$ cat config.mk
export PLATFORM = sky130hd
export DESIGN_NAME = fetch_sequencer
export DESIGN_NICKNAME = d
export VERILOG_FILES = /design/src/rtl/fetch_sequencer.sv
export SDC_FILE = /design/constraint.sdc
export NUM_CORES = 1
export LEC_CHECK = 0
export ABC_AREA = 1
export CAP_MARGIN = 20
export CORE_MARGIN = 2
export CORE_UTILIZATION = 35
export CTS_CLUSTER_SIZE = 24
export DETAILED_ROUTE_END_ITERATION = 10
export HOLD_SLACK_MARGIN = 0.03
export PLACE_DENSITY_LB_ADDON = 0.2
export SLEW_MARGIN = 20
export SYNTH_ARGS = -nofsm -noshare
export SYNTH_HDL_FRONTEND = slang
export SYNTH_SLANG_ARGS = --single-unit
$ cat constraint.sdc
create_clock -name clk -period 2.1 [get_ports clk]
set_input_delay 0.525 -clock clk [delete_from_list [all_inputs] [get_ports clk]]
set_output_delay 0.525 -clock clk [all_outputs]
set_load 0.02 [all_outputs]
$ cat src/rtl/fetch_sequencer.sv
// Instruction fetch sequencer: walks pc from START_PC to END_PC, fetching words from an
// instruction memory and issuing them to decode with a valid/ready handshake.
module fetch_sequencer #(
  parameter int unsigned START_PC = 1,
  parameter int unsigned END_PC   = 31
) (
  input  logic        clk,
  input  logic        reset,
  input  logic        start,
  input  logic        halt_req,
  input  logic [31:0] instruction,
  input  logic        instr_ready,
  output logic [31:0] read_address,
  output logic [31:0] instr_out,
  output logic        instr_valid,
  output logic [4:0]  pc,
  output logic [1:0]  state,
  output logic        done,
  output logic [5:0]  issue_count
);

  typedef enum logic [1:0] {
    StIdle  = 2'd0,
    StFetch = 2'd1,
    StIssue = 2'd2,
    StDone  = 2'd3
  } state_e;

  localparam logic [4:0] StartPc  = 5'(START_PC);
  localparam logic [4:0] EndPc    = 5'(END_PC);
  localparam logic [5:0] CountMax = 6'd63;

  state_e      state_q, state_d;
  logic [4:0]  pc_q, pc_d;
  logic [31:0] instr_q, instr_d;
  logic [5:0]  count_q, count_d;

  always_ff @(posedge clk or posedge reset) begin
    if (reset) begin
      state_q <= StIdle;
      pc_q    <= StartPc;
      instr_q <= 32'h0;
      count_q <= 6'd0;
    end else begin
      state_q <= state_d;
      pc_q    <= pc_d;
      instr_q <= instr_d;
      count_q <= count_d;
    end
  end

  always_comb begin
    state_d = state_q;
    pc_d    = pc_q;
    instr_d = instr_q;
    count_d = count_q;
    unique case (state_q)
      // halt_req is deliberately not looked at here: start always wins
      StIdle, StDone: begin
        if (start) begin
          state_d = StFetch;
          pc_d    = StartPc;
          count_d = 6'd0;
        end
      end
      StFetch: begin
        // An all-zero word terminates the program without being issued
        if (halt_req || (instruction == 32'h0)) begin
          state_d = StDone;
        end else begin
          instr_d = instruction;
          state_d = StIssue;
        end
      end
      StIssue: begin
        if (instr_ready) begin
          if (count_q != CountMax) begin
            count_d = count_q + 6'd1;
          end
          // pc holds at END_PC so it can never wrap
          if (halt_req || (pc_q == EndPc)) begin
            state_d = StDone;
          end else begin
            pc_d    = pc_q + 5'd1;
            state_d = StFetch;
          end
        end else if (halt_req) begin
          state_d = StDone;
        end
      end
      default: state_d = StIdle;
    endcase
  end

  assign read_address = {27'b0, pc_q};
  assign instr_out    = instr_q;
  assign instr_valid  = (state_q == StIssue);
  assign pc           = pc_q;
  assign state        = state_q;
  assign done         = (state_q == StDone);
  assign issue_count  = count_q;

endmodule
==> results.json <==
{
  "max_freq_mhz": 493.0,
  "via_count": 2137,
  "postSynthCellCount": 299,
  "setup_tns_ps": 0,
  "crit_path_end_kind": "output pin",
  "fillers": 678,
  "ys_seq_area_share_pct": 45.34,
  "start_util_pct": 36.39,
  "synth-xor-area-share_pct": 1.057,
  "gr-usage-all-layers_pct": 15.42,
  "leakagePower_nw": 1.619,
  "status": "finished clean",
  "ant_nets": 0,
  "rsz0062_at_grt": "false",
  "p_per_area_nw_per_um2": 1319,
  "fin_area_um2": 3430,
  "synth-simple-area-share_pct": 29.84,
  "synth_compound_area_share_pct": 5.133,
  "final_common_cell": "nand2_1",
  "via_per_inst": 4.452,
  "crit_family": "buffers and inverters",
  "syn2layout_area_growth_pct": 37.95,
  "clk_path_buf_depth": 2,
  "dp_hpwl_mm": 4.423,
  "clock-sinks": 45,
  "insertion_delay_ps": 300,
  "core_region_area_um2": 6832,
  "synth.cell_area_um2": 2486,
  "crit_arrival_ps": 1500,
  "avgSynthCellArea_um2": 8.315,
  "nets": 426,
  "synth-seq-cells": 45,
  "fin_crit_sh_pct": 96.59,
  "n_antenna_cell": 0,
  "fin_cells": 480,
  "synth.distinct_cells": 27,
  "fin_crit_ps": 2028,
  "mostFrequentLayoutCells": "nand2_1 (96), clkdlybuf4s50_1 (87), dfrtp_1 (43)",
  "die_area_um2": 7793,
  "antenna_found_initial": 0,
  "path_cells": "clkdlybuf4s50_1",
  "clk_pin_slew_ps": 90,
  "place.gp.congestion": 0.7569,
  "ios": 116,
  "maxSlewViolCount": 0,
  "yosys_warnings": 0,
  "wl_per_cell_um": 12.37,
  "firstDrtPassIters": 6,
  "die_h_um": 88.28,
  "grt_overflow": 0,
  "maxCapViolCount": 0,
  "synth_area_leaders": "dfrtp_1 (44%), nand2_1 (14%), buf_4 (10%), nand4_1 (8.3%), ha_1 (3.0%)",
  "placed_area_um2": 3328,
  "die_x_um": 88.28,
  "finalPower_mw": 4.523,
  "hp-class": "flip-flop to flip-flop",
  "crit_path_top_delay_cell": "clkdlybuf4s50_1",
  "clock-root-buffer": "clkbuf_8",
  "drive_gt1_share_pct": 7.552,
  "fin_worst_skew_ps": 9.289,
  "row_count": 30,
  "worstPathMaxFanout": 6,
  "ir_worst_vdd_mv": 0.5261,
  "synth_top_family_by_area": "simple AND/OR/NAND/NOR gates",
  "grt_pass1_vias": 2078,
  "synth_area_leader_cell": "dfrtp_1",
  "post_cts_buffers": 0,
  "hold_viol": 0,
  "synth_top_area_share_pct": 44.29,
  "htreeDepth": 2,
  "io_buffers": 88,
  "crit_type": "flip-flop to output pin",
  "cp_data_required_time_ps": 1570,
  "critPathBufInv": 1,
  "grt_max_degree": 33,
  "dp_cells": 472,
  "drt_iter0_markers": 93,
  "drt-total-wl_mm": 5.938,
  "cts_tree": "done",
  "setup_violations": 0,
  "drc": 0,
  "critPathLaunchType": "flip-flop",
  "max_stage_delay_ps": 620,
  "muxShareOfSynthArea_pct": 0,
  "yosys.area_share.adder_pct": 3.020,
  "grt_pass1_wl_mm": 9.473,
  "numCtsBuffers": 5
}
## kinds of logic after synthesis
group           after synthesis
compound gates               21
xor+xnor                      3
fa+ha+maj                     6
buf+inv                      62
flops                        45
other cells                   1
simple gates                161
## state kept, by name, indices dropped and copies added, names as in the netlist
register	count
issue_count	6
pc	5
state	2
instr_out	32
## synthesized netlist by cell type
cell type,instances
nand2_1,96
dfrtp_1,44
buf_4,33
nand4_1,33
nor2_1,20
inv_1,14
o21ai_0,9
a21oi_1,7
ha_1,6
clkbuf_1,5
nor2_2,5
buf_2,4
buf_6,3
nand3_1,3
xor2_1,3
nand3b_1,2
o31ai_1,2
buf_1,1
clkinv_1,1
conb_1,1
dfstp_2,1
inv_2,1
nand3_4,1
nand4_4,1
o21a_1,1
o21ai_4,1
o2bb2ai_1,1
## per-stage QoR
step	worst slack [ps]	utilization, %	hold slack [ps]
after CTS	38.05	50.18	480.9
after global routing	12.09	50.20	490.2
after detailed placement	63.67	48.72	459.1
final	71.57	50.20	474.2
after global placement	89.22	48.72	452.0
after floorplan	363.9	-	554.4
## layer usage
metal	global-route usage (%)	up-vias	share of wire, %	wire [um]
li1	-	1089	-	-
met1	19.22	973	43	2581
met2	26.18	69	49	2891
met3	4.571	6	6.8	403
met4	4.132	0	1.0	62
met5	0	-	0	0
## report_power, final
| part | internal (mW) | total [mW] | switching [mW] |
|---|---|---|---|
| logic | 1.07 | 2.46 | 1.39 |
| clock network | 0.298 | 0.594 | 0.296 |
| registers | 1.23 | 1.47 | 0.241 |
## repair_timing
item                                   4_1_cts  5_1_grt
setup endpoints to repair                    1        1
endpoints found under the hold margin        0        0
gates resized for setup                      1        1
hold buffers                                 0        0
## cell type report
type / instances / area, um2 / share of cell area (%)
clock buffer: 7 / 96.34 / 2.809
clock inverter: 1 / 5.005 / 0.1459
inverter: 16 / 60.06 / 1.751
multi-input combinational: 218 / 1072 / 31.27
sequential: 45 / 1129 / 32.91
tap: 96 / 120.1 / 3.502
timing repair buffer: 97 / 947.2 / 27.62
## path summary, 6_finish.rpt
kind                                   start  slack [ps]  cells after the start              end
worst min register to register  instr_out[3]         470                      2     instr_out[3]
max in group asynchronous              reset        1240                      3     instr_out[2]
worst min-delay path            instr_out[3]         470                      2     instr_out[3]
worst max register to register      state[0]         320                      9            pc[0]
worst max-delay path                   pc[0]          70                      1  read_address[0]
min in group asynchronous              reset         570                      3   issue_count[0]
(Power assumes the default switching activity.)
